===== src/rtl/uart_mem_loader.sv =====
`timescale 1ns/1ps
`default_nettype none
// ============================================================================
// Module   : uart_mem_loader
// Brief    : Bridges UART byte engines and IM/DM: packs RX bytes into words
//            (load) or streams memory words out as TX bytes (dump).
// Revision : 1.0  initial release
// ============================================================================
module uart_mem_loader #(
  parameter int ADDR_W   = 8,
  parameter int IM_WORDS = 256,
  parameter int DM_WORDS = 256
) (
  input  logic              clk,
  input  logic              reset,
  input  logic              uart_on,
  input  logic              uart_mode,
  input  logic              uart_ram_id,
  input  logic              rx_valid,
  input  logic [7:0]        rx_data,
  input  logic              tx_ready,
  output logic              tx_start,
  output logic [7:0]        tx_data,
  output logic              mem_sel,
  output logic [ADDR_W-1:0] mem_addr,
  output logic              mem_we,
  output logic [31:0]       mem_wdata,
  output logic              mem_re,
  input  logic [31:0]       mem_rdata,
  output logic              im_done,
  output logic              dm_done
);

  localparam logic [ADDR_W:0] c_im_last = (ADDR_W+1)'(IM_WORDS - 1);
  localparam logic [ADDR_W:0] c_dm_last = (ADDR_W+1)'(DM_WORDS - 1);
  localparam logic [ADDR_W:0] c_one     = (ADDR_W+1)'(1);

  typedef enum logic [2:0] {
    S_IDLE      = 3'd0,
    S_LOAD      = 3'd1,
    S_DUMP_RD   = 3'd2,
    S_DUMP_CAP  = 3'd3,
    S_DUMP_SEND = 3'd4,
    S_DUMP_GAP  = 3'd5,
    S_DONE      = 3'd6
  } state_t;

  state_t          r_state, w_nxt_state;
  logic            r_sel, w_nxt_sel;
  logic            r_mode, w_nxt_mode;
  logic [1:0]      r_byte_cnt, w_nxt_byte_cnt;
  logic [ADDR_W:0] r_word_cnt, w_nxt_word_cnt;
  logic [31:0]     r_word, w_nxt_word;
  logic            r_wpend, w_nxt_wpend;
  logic            r_im_done, w_nxt_im_done;
  logic            r_dm_done, w_nxt_dm_done;
  logic [7:0]      r_tx_hold, w_nxt_tx_hold;

  logic [ADDR_W:0] w_last;
  logic [7:0]      w_cur_byte;
  logic            w_session_ok;

  // r_word is the assembly buffer in load mode and the read-back buffer in dump mode
  assign w_last       = r_sel ? c_dm_last : c_im_last;
  assign w_cur_byte   = r_word[{r_byte_cnt, 3'b000} +: 8];
  assign w_session_ok = uart_on && (uart_ram_id == r_sel) && (uart_mode == r_mode);

  assign mem_sel   = r_sel;
  assign mem_addr  = r_word_cnt[ADDR_W-1:0];
  assign mem_we    = r_wpend;
  assign mem_wdata = r_wpend ? r_word : 32'd0;
  assign mem_re    = (r_state == S_DUMP_RD);
  assign tx_start  = (r_state == S_DUMP_SEND) && tx_ready && w_session_ok;
  assign tx_data   = tx_start ? w_cur_byte : r_tx_hold;
  assign im_done   = r_im_done;
  assign dm_done   = r_dm_done;

  always_comb begin
    w_nxt_state    = r_state;
    w_nxt_sel      = r_sel;
    w_nxt_mode     = r_mode;
    w_nxt_byte_cnt = r_byte_cnt;
    w_nxt_word_cnt = r_word_cnt;
    w_nxt_word     = r_word;
    w_nxt_wpend    = 1'b0;
    w_nxt_im_done  = r_im_done;
    w_nxt_dm_done  = r_dm_done;
    w_nxt_tx_hold  = r_tx_hold;

    if (!uart_on) begin
      w_nxt_state    = S_IDLE;
      w_nxt_byte_cnt = 2'd0;
      w_nxt_word_cnt = '0;
      w_nxt_word     = 32'd0;
    end else if ((r_state == S_IDLE) || (uart_ram_id != r_sel)) begin
      // session (re)start: a RAM switch behaves exactly like a fresh entry from IDLE
      w_nxt_sel      = uart_ram_id;
      w_nxt_mode     = uart_mode;
      w_nxt_byte_cnt = 2'd0;
      w_nxt_word_cnt = '0;
      w_nxt_word     = 32'd0;
      if (uart_ram_id) w_nxt_dm_done = 1'b0;
      else             w_nxt_im_done = 1'b0;
      w_nxt_state    = uart_mode ? S_DUMP_RD : S_LOAD;
    end else if (uart_mode != r_mode) begin
      w_nxt_state    = S_IDLE;
      w_nxt_byte_cnt = 2'd0;
      w_nxt_word_cnt = '0;
      w_nxt_word     = 32'd0;
    end else begin
      case (r_state)
        S_LOAD: begin
          if (r_wpend && (r_word_cnt == w_last)) begin
            if (r_sel) w_nxt_dm_done = 1'b1;
            else       w_nxt_im_done = 1'b1;
            w_nxt_state = S_DONE;
          end else begin
            if (r_wpend) w_nxt_word_cnt = r_word_cnt + c_one;
            if (rx_valid) begin
              w_nxt_word[{r_byte_cnt, 3'b000} +: 8] = rx_data;
              w_nxt_byte_cnt = r_byte_cnt + 2'd1;
              if (r_byte_cnt == 2'd3) w_nxt_wpend = 1'b1;
            end
          end
        end
        S_DUMP_RD: begin
          w_nxt_state = S_DUMP_CAP;
        end
        S_DUMP_CAP: begin
          w_nxt_word     = mem_rdata;
          w_nxt_byte_cnt = 2'd0;
          w_nxt_state    = S_DUMP_SEND;
        end
        S_DUMP_SEND: begin
          if (tx_ready) begin
            w_nxt_tx_hold = w_cur_byte;
            w_nxt_state   = S_DUMP_GAP;
          end
        end
        S_DUMP_GAP: begin
          // TX deasserts ready one cycle after the start strobe, so tx_ready is not trusted here
          if (r_byte_cnt != 2'd3) begin
            w_nxt_byte_cnt = r_byte_cnt + 2'd1;
            w_nxt_state    = S_DUMP_SEND;
          end else if (r_word_cnt != w_last) begin
            w_nxt_word_cnt = r_word_cnt + c_one;
            w_nxt_state    = S_DUMP_RD;
          end else begin
            if (r_sel) w_nxt_dm_done = 1'b1;
            else       w_nxt_im_done = 1'b1;
            w_nxt_state = S_DONE;
          end
        end
        S_DONE: begin
          w_nxt_state = S_DONE;
        end
        default: begin
          w_nxt_state = S_IDLE;
        end
      endcase
    end
  end

  always_ff @(posedge clk or negedge reset) begin
    if (!reset) begin
      r_state    <= S_IDLE;
      r_sel      <= 1'b0;
      r_mode     <= 1'b0;
      r_byte_cnt <= 2'd0;
      r_word_cnt <= '0;
      r_word     <= 32'd0;
      r_wpend    <= 1'b0;
      r_im_done  <= 1'b0;
      r_dm_done  <= 1'b0;
      r_tx_hold  <= 8'd0;
    end else begin
      r_state    <= w_nxt_state;
      r_sel      <= w_nxt_sel;
      r_mode     <= w_nxt_mode;
      r_byte_cnt <= w_nxt_byte_cnt;
      r_word_cnt <= w_nxt_word_cnt;
      r_word     <= w_nxt_word;
      r_wpend    <= w_nxt_wpend;
      r_im_done  <= w_nxt_im_done;
      r_dm_done  <= w_nxt_dm_done;
      r_tx_hold  <= w_nxt_tx_hold;
    end
  end

endmodule
`default_nettype wire


===== config.mk =====
export PLATFORM = sky130hd
export DESIGN_NAME = uart_mem_loader
export DESIGN_NICKNAME = d
export VERILOG_FILES = /design/src/rtl/uart_mem_loader.sv
export SDC_FILE = /design/constraint.sdc
export NUM_CORES = 1
export LEC_CHECK = 0
export CAP_MARGIN = 10
export CORE_ASPECT_RATIO = 1.5
export CORE_MARGIN = 4
export CORE_UTILIZATION = 35
export CTS_CLUSTER_SIZE = 20
export DETAILED_ROUTE_END_ITERATION = 7
export HOLD_SLACK_MARGIN = 0.08
export SLEW_MARGIN = 40
export SYNTH_ARGS = -nofsm -noshare
export SYNTH_HDL_FRONTEND = slang
export SYNTH_SLANG_ARGS = --single-unit

===== constraint.sdc =====
create_clock -name clk -period 5.5 [get_ports clk]
set_clock_uncertainty 0.05 [all_clocks]
set_input_delay 1.1 -clock clk [delete_from_list [all_inputs] [get_ports clk]]
set_output_delay 1.1 -clock clk [all_outputs]
set_load 0.02 [all_outputs]

==> results of run 1 <==
## metrics by stage
stage | cells | hold slack [ps] | power, mW | area [um^2]
2_1_floorplan | 348 | 415 | 0.521 | 3650
3_3_place_gp | 541 | 433 | 0.587 | 4670
3_5_place_dp | 541 | 439 | 0.590 | 4690
4_1_cts | 557 | 453 | 1.18 | 5000
5_1_grt | 557 | 468 | 1.22 | 5010
6_report | 557 | 451 | 1.17 | 5010
## layout by cell type (no fill, tap or decap), types with 2 or more instances in the layout
| cell | count |
|---|---|
| sky130_fd_sc_hd__a21oi_2 | 3 |
| sky130_fd_sc_hd__inv_1 | 8 |
| sky130_fd_sc_hd__ha_1 | 6 |
| sky130_fd_sc_hd__o21ai_0 | 7 |
| sky130_fd_sc_hd__or4_1 | 2 |
| sky130_fd_sc_hd__a21oi_1 | 5 |
| sky130_fd_sc_hd__xor2_1 | 4 |
| sky130_fd_sc_hd__or2_2 | 5 |
| sky130_fd_sc_hd__nand2b_1 | 2 |
| sky130_fd_sc_hd__o211ai_1 | 2 |
| sky130_fd_sc_hd__nor4b_4 | 3 |
| sky130_fd_sc_hd__nand2_1 | 18 |
| sky130_fd_sc_hd__o31ai_1 | 2 |
| sky130_fd_sc_hd__nor2b_1 | 11 |
| sky130_fd_sc_hd__dfrtp_1 | 57 |
| sky130_fd_sc_hd__a22oi_1 | 16 |
| sky130_fd_sc_hd__nand3_1 | 8 |
| sky130_fd_sc_hd__buf_4 | 3 |
| sky130_fd_sc_hd__clkinv_2 | 2 |
| sky130_fd_sc_hd__and2_1 | 35 |
| sky130_fd_sc_hd__dfrtp_2 | 2 |
| sky130_fd_sc_hd__mux2i_1 | 3 |
| sky130_fd_sc_hd__a22o_1 | 32 |
| sky130_fd_sc_hd__and3b_1 | 2 |
| sky130_fd_sc_hd__o2bb2ai_1 | 17 |
| sky130_fd_sc_hd__clkdlybuf4s50_1 | 99 |
| sky130_fd_sc_hd__bufinv_16 | 2 |
| sky130_fd_sc_hd__clkbuf_1 | 2 |
| sky130_fd_sc_hd__nor3_1 | 2 |
| sky130_fd_sc_hd__nor2_1 | 14 |
| sky130_fd_sc_hd__clkbuf_16 | 9 |
| sky130_fd_sc_hd__nor4_1 | 2 |
| sky130_fd_sc_hd__and3_1 | 2 |
| sky130_fd_sc_hd__mux2_2 | 17 |
| sky130_fd_sc_hd__nor3b_1 | 3 |
| sky130_fd_sc_hd__nand4_1 | 2 |
| sky130_fd_sc_hd__mux4_2 | 8 |
| sky130_fd_sc_hd__a21o_1 | 2 |
| sky130_fd_sc_hd__a211oi_1 | 2 |
## kinds of logic after synthesis
family / Yosys count / share of synthesized area [%]
simple gates: 119 / 19.6
xor+xnor: 6 / 1.65
buf+inv: 37 / 5.17
compound gates: 93 / 20.1
flops: 59 / 40.4
fa+ha+maj: 6 / 2.06
mux: 28 / 11.0
## power breakdown
| part | internal [mW] | switching [mW] | total (mW) |
|---|---|---|---|
| Combinational | 0.0656 | 0.0680 | 0.134 |
| Sequential | 0.440 | 0.00982 | 0.449 |
| Clock | 0.395 | 0.194 | 0.589 |
| Total | 0.900 | 0.272 | 1.17 |
## routing by layer
metal  vias up  track usage [%]  wire length, um
li1       1460                -                -
met1      1505             23.5             4690
met2       101             30.2             5560
met3        24             2.88              495
met4         0             10.3              355
met5         -                0                0
## state kept, by name (all words and copies together), names as in the netlist
signal,count
r_byte_cnt,2
mem_we,1
r_tx_hold,8
r_state,3
mem_sel,1
r_word,32
dm_done,1
im_done,1
r_mode,1
r_word_cnt,9
## worst paths after layout
check	startpoint	end	slack [ps]	cells after the start
max in group asynchronous	reset	mem_we	4180	2
min	r_tx_hold[7]	r_tx_hold[7]	450	1
min reg2reg	r_tx_hold[7]	r_tx_hold[7]	450	1
max	uart_ram_id	tx_data[2]	680	6
min in group asynchronous	reset	r_state[1]	770	2
max reg2reg	r_word_cnt[2]	r_word[26]	2780	8
## worst max-delay path, cell delays in order
cell	delay (ps)
sky130_fd_sc_hd__clkdlybuf4s50_1	550
sky130_fd_sc_hd__xor2_1	450
sky130_fd_sc_hd__nor2_1	100
sky130_fd_sc_hd__nand3_1	500
sky130_fd_sc_hd__mux2_2	400
sky130_fd_sc_hd__clkdlybuf4s50_1	550
## final cells by class
class	instances	area [um^2]
tap	117	146
inverter	9	33.8
fill	945	5130
sequential	59	1480
clock buffer	11	233
multi-input combinational	252	2010
clock inverter	5	77.6
timing repair buffer	104	1030
==> impl_summary.txt, run 1 <==
----------------------------------------------------
[Status]
  Outcome ... finished, final reports clean

[Logic synthesis]
  Count of distinct cell types in the synthesized netlist ... between 50 and 60
  Top post-synthesis cells by area ... sky130_fd_sc_hd__dfrtp_1, sky130_fd_sc_hd__a22o_1, sky130_fd_sc_hd__and2_1
  Syn_nets ... 401
  Commonest cells in the netlist ... sky130_fd_sc_hd__dfrtp_1, sky130_fd_sc_hd__and2_1, sky130_fd_sc_hd__a22o_1
  Share of synthesized area occupied by flip-flops and latches ... 40.4%
  Flops & latches, synth ... 59
  Share of the synthesized area in the top cell type ... 40.4%
  Count of flip-flops with a built-in enable after synthesis ... 0
  Number of cells produced by synthesis ... ~350
  Primary flip-flop cell chosen by synthesis mapping ... sky130_fd_sc_hd__dfrtp_1
  Most instantiated library cell after synthesis ... sky130_fd_sc_hd__dfrtp_1
  Yosys warns ... 0
  Top cell type by total area after synthesis ... sky130_fd_sc_hd__dfrtp_1
  Share of async-settable or async-resettable flops after synthesis ... 100%
  Post-synthesis cell area ... 3650 um^2
  Mean area per synthesized cell ... 10.5 um^2

[Clocking]
  Number of post-CTS setup repair buffers ... 0
  Source-to-sink clock delay at the later pin of the worst-skew pair ... 330 ps
  Resized cells post-CTS ... 0
  H-tree Lvls ... 3
  Clock tree buffer depth ... 2
  Num CTS Buffers ... 9
  Clock slew seen by the registers of the worst setup and hold paths ... 50 ps
  Count of hold-fix buffers inserted at cts ... 0
  Clock tree from TritonCTS ... done
  CTS sink cnt ... 59
  Root Buffer Master ... sky130_fd_sc_hd__clkbuf_16

[Placement]
  RD Place Congestion ... 0.859
  Total half-perimeter wirelength after legalization and detailed placement ... roughly 8 mm
  Worst-case setup slack after placement ... 657 ps
  Buffers on Ports ... 100

[Global routing]
  Remaining global-route overflow ... 0
  Vias in the first global route ... 3,180
  Global router's overall resource usage ... 18.6%
  Initial antenna violation count ... 0
  Wire length of the first global-routing pass ... 17.3 mm
  Largest net degree at the start of global routing ... 60

[Final layout]
  Count of inserted antenna diode cells ... 0
  Layout overhead on the synthesized area ... 37.1%
  Nets@finish ... 488
  Layout cells sized above 1 ... between 10% and 20%
  Final cell utilization of the core ... 49.4%

[Setup path]
  Endpoint class of the critical path ... primary output
  Maximum fanout encountered on the critical timing path ... 13
  Category of the most critical setup path ... in -> out
  Crit path arrival time ... 3670 ps
  Data required time at the worst endpoint ... 4350 ps
  Crit start category ... primary input

[Min path]
  Path class of the lowest-slack min-delay path ... reg -> reg

[Floorplanning]
  Horizontal die dimension ... 91.4 um
  Initial cell density of the core ... 36.0%
  Floorplan core area ... between 10,000 and 15,000 um^2
  Die Outline Area ... 12,200 um^2
  Die span in y ... about 130 um
  Ports ... 101
  Placement row count ... 45

[STA]
  Peak clock frequency supported by timing ... 208 MHz
  Final hold viol count ... 0
  Unrepaired setup endpoints after global routing ... false
  Least-Margin Pin Slew ... 790 ps
  Final slew viol count ... 0
  Final Cycle Share ... 87.6%
  Relative slew margins ... 47.3%
  Min Clock Period, post-route ... 4820 ps
  Min setup slack post-route ... slightly below 700 ps
  Final sum of negative setup slack ... 0 ps
  # setup viols final ... 0

[Job]
  Total of max-cap violations ... 0

[Detailed routing]
  Via total after detailed routing ... about 3,000
  Number of remaining DRC errors ... 0
  Via/cell ratio ... 5.55
  Iter 0 DRT Violations ... 174
  WL per Instance ... 19.9 um
  Detailed-route wire length ... 11.1 mm
  Final ANT Viol Nets ... 0
  First-pass detailed-route iteration total ... 4

[Power and ir drop]
  Worst vdd rail ir drop ... approximately 160 uV
  Leakage Power ... 2.06 nW
  Cell area power density ... approximately 230 nW/um^2

----------------------------------------------------
Note: power is estimated with default switching activity, not from simulation.
==> inputs of run 2 (changes only) <==
Settings changed: CAP_MARGIN 10 to 20.
==> results of run 2 <==
Same layout as run 1: the final DEF is identical, and so are final timing and power.
==> variant, RTL diff (config.mk and constraints of run 1) <==
`r_word` no longer has a reset.
--- a/src/rtl/uart_mem_loader.sv
+++ b/src/rtl/uart_mem_loader.sv
@@ -168,7 +168,6 @@
       r_mode     <= 1'b0;
       r_byte_cnt <= 2'd0;
       r_word_cnt <= '0;
-      r_word     <= 32'd0;
       r_wpend    <= 1'b0;
       r_im_done  <= 1'b0;
       r_dm_done  <= 1'b0;
@@ -179,7 +178,6 @@
       r_mode     <= w_nxt_mode;
       r_byte_cnt <= w_nxt_byte_cnt;
       r_word_cnt <= w_nxt_word_cnt;
-      r_word     <= w_nxt_word;
       r_wpend    <= w_nxt_wpend;
       r_im_done  <= w_nxt_im_done;
       r_dm_done  <= w_nxt_dm_done;
@@ -187,6 +185,10 @@
     end
   end
 
+  always_ff @(posedge clk) begin
+    r_word <= w_nxt_word;
+  end
+
 endmodule
 `default_nettype wire
 
Behaviour: same outputs for any inputs over 4 cycles, from zero or initial values and one cycle with reset low; that may be too few to reach the edited logic, so the function may still have changed.
==> variant against run 1 <==
Area after synthesis is 4.3% higher. Setup slack better by 0.17 ns. Power is 0.33% higher. Routed wire length is 7.6% higher. Sequential power is 1% higher. Sequential cell count stayed put. Synthesized cell count is 20% higher. Utilization is 1.1 points lower. Count of clock-buffer cells in the layout stayed put. Critical path depth is 1 lower. Design area is 2.1% higher. Largest power group unchanged. Highest routed layer unchanged.
==> variant: results <==
[grt]
grt_use_total_pct = 19.13
grt_use_met2_pct = 34.23
grt_pass1_vias = 3520
grt_pass1_wl_mm = 18.72
use_met1_pct = 21.73
grtUsageMet3_pct = 3.057
grt_max_degree = 49

[clocking]
clk_latency_ns = 0.33
postCtsSetupRepairBufs = 0
cts_resized = 0
clock_path_buffers = 2

[critical_path]
r2r_cells = 9
crit_fanout = 17
arrival_ns = 3.50
worstReg2RegStart = "r_word_cnt[0]"
r2r_slack_ns = 2.63
r2r-end = "r_word[30]"

[routing]
routed_via_density = 5.549
drt-initial-drc-count = 218
routed_wl_mm = 11.95
met2WireLength_mm = 6.495
firstDrtPassIters = 5
met1Wirelength_mm = 4.558
wl_met3_um = 440

[cells_and_area]
nets = 539
fill_cells = 1031
drive_gt1_share_pct = 11.22

[power_and_ir_drop]
intPower_w = 0.0008857
pwr-share-comb_pct = 12.0
leakage_nw = 1.823
seq_power_w = 0.000455
irDropWorstVdd_uv = 137.1

[placement]
portBuffers = 100
dpl.hpwl_mm = 8.938
dpl_cell_area_um2 = 4788
place.gp.congestion = 0.8235

[synthesis]
ys_seq_area_share_pct = 34.57
synth-main-ff-cell = "dfxtp_1"
synthTopCellsByCount = "a21oi_1 (40), and2_1 (36), nor3_1 (33), dfxtp_1 (32), dfrtp_1 (27)"
synth-async-reset-ratio_pct = 45.76
synthDistinctLibCells = 58
ys_top_cells_by_area = "dfrtp_1 (18%), dfxtp_1 (17%), and2_1 (5.9%)"
syn_nets = 470

[status]
status = "finished, final reports clean"

[timing]
worst_slew_margin_rel_pct = 50.69

[worst_hold_path]
worstHoldStart = "r_tx_hold[6]"
hold_path_end = "r_tx_hold[6]"
-- variant: changes by cell type after synthesis, moves of 11 or more --
cell / delta
a211oi_1: +15
a21oi_1: +35
a22o_1: -32
clkbuf_1: +11
dfrtp_1: -32
dfxtp_1: +32
nand4b_1: +17
nor3_1: +30
o2bb2ai_1: -17
o31ai_1: +16
-- variant: worst max path at each step --
stage	slack [ns]	from	endpoint	depth (start not counted)
floorplan	2.16	uart_mode	tx_data[0]	4
global placement	0.88	uart_ram_id	tx_data[3]	5
detailed placement	0.83	uart_ram_id	tx_data[3]	5
CTS	0.82	uart_ram_id	tx_data[3]	5
global route	0.69	uart_ram_id	tx_data[6]	5
finish	0.85	uart_ram_id	tx_data[5]	5
-- variant: layout make-up --
| class | instances | area (µm²) | area share (%) |
|---|---|---|---|
| Clock buffer | 11 | 264.0 | 5.161 |
| Tap cell | 144 | 180.2 | 3.523 |
| Multi-Input combinational cell | 297 | 2217 | 43.35 |
| Inverter | 16 | 60.06 | 1.174 |
| Timing Repair Buffer | 103 | 1023 | 20.01 |
| Sequential cell | 59 | 1323 | 25.86 |
| Clock inverter | 4 | 47.55 | 0.9295 |
-- variant: metrics by stage --
stage	setup slack [ns]	power, W	hold WS [ns]	instances
after floorplan	2.158	0.0005378	0.4237	417
after global placement	0.8818	0.0005987	0.4352	619
after detailed placement	0.8315	0.0006013	0.4481	619
after CTS	0.8221	0.001184	0.4593	634
after global routing	0.6871	0.001213	0.4832	634
final	0.8547	0.001176	0.4530	634
-- variant: kinds of logic after synthesis --
| kind of cell | synth area share (%) |
|---|---|
| simple gates | 24.48 |
| compound gates | 19.03 |
| buf+inv | 7.558 |
| flops | 34.57 |
| mux | 10.06 |
| xor+xnor | 2.070 |
| fa+ha+maj | 2.235 |
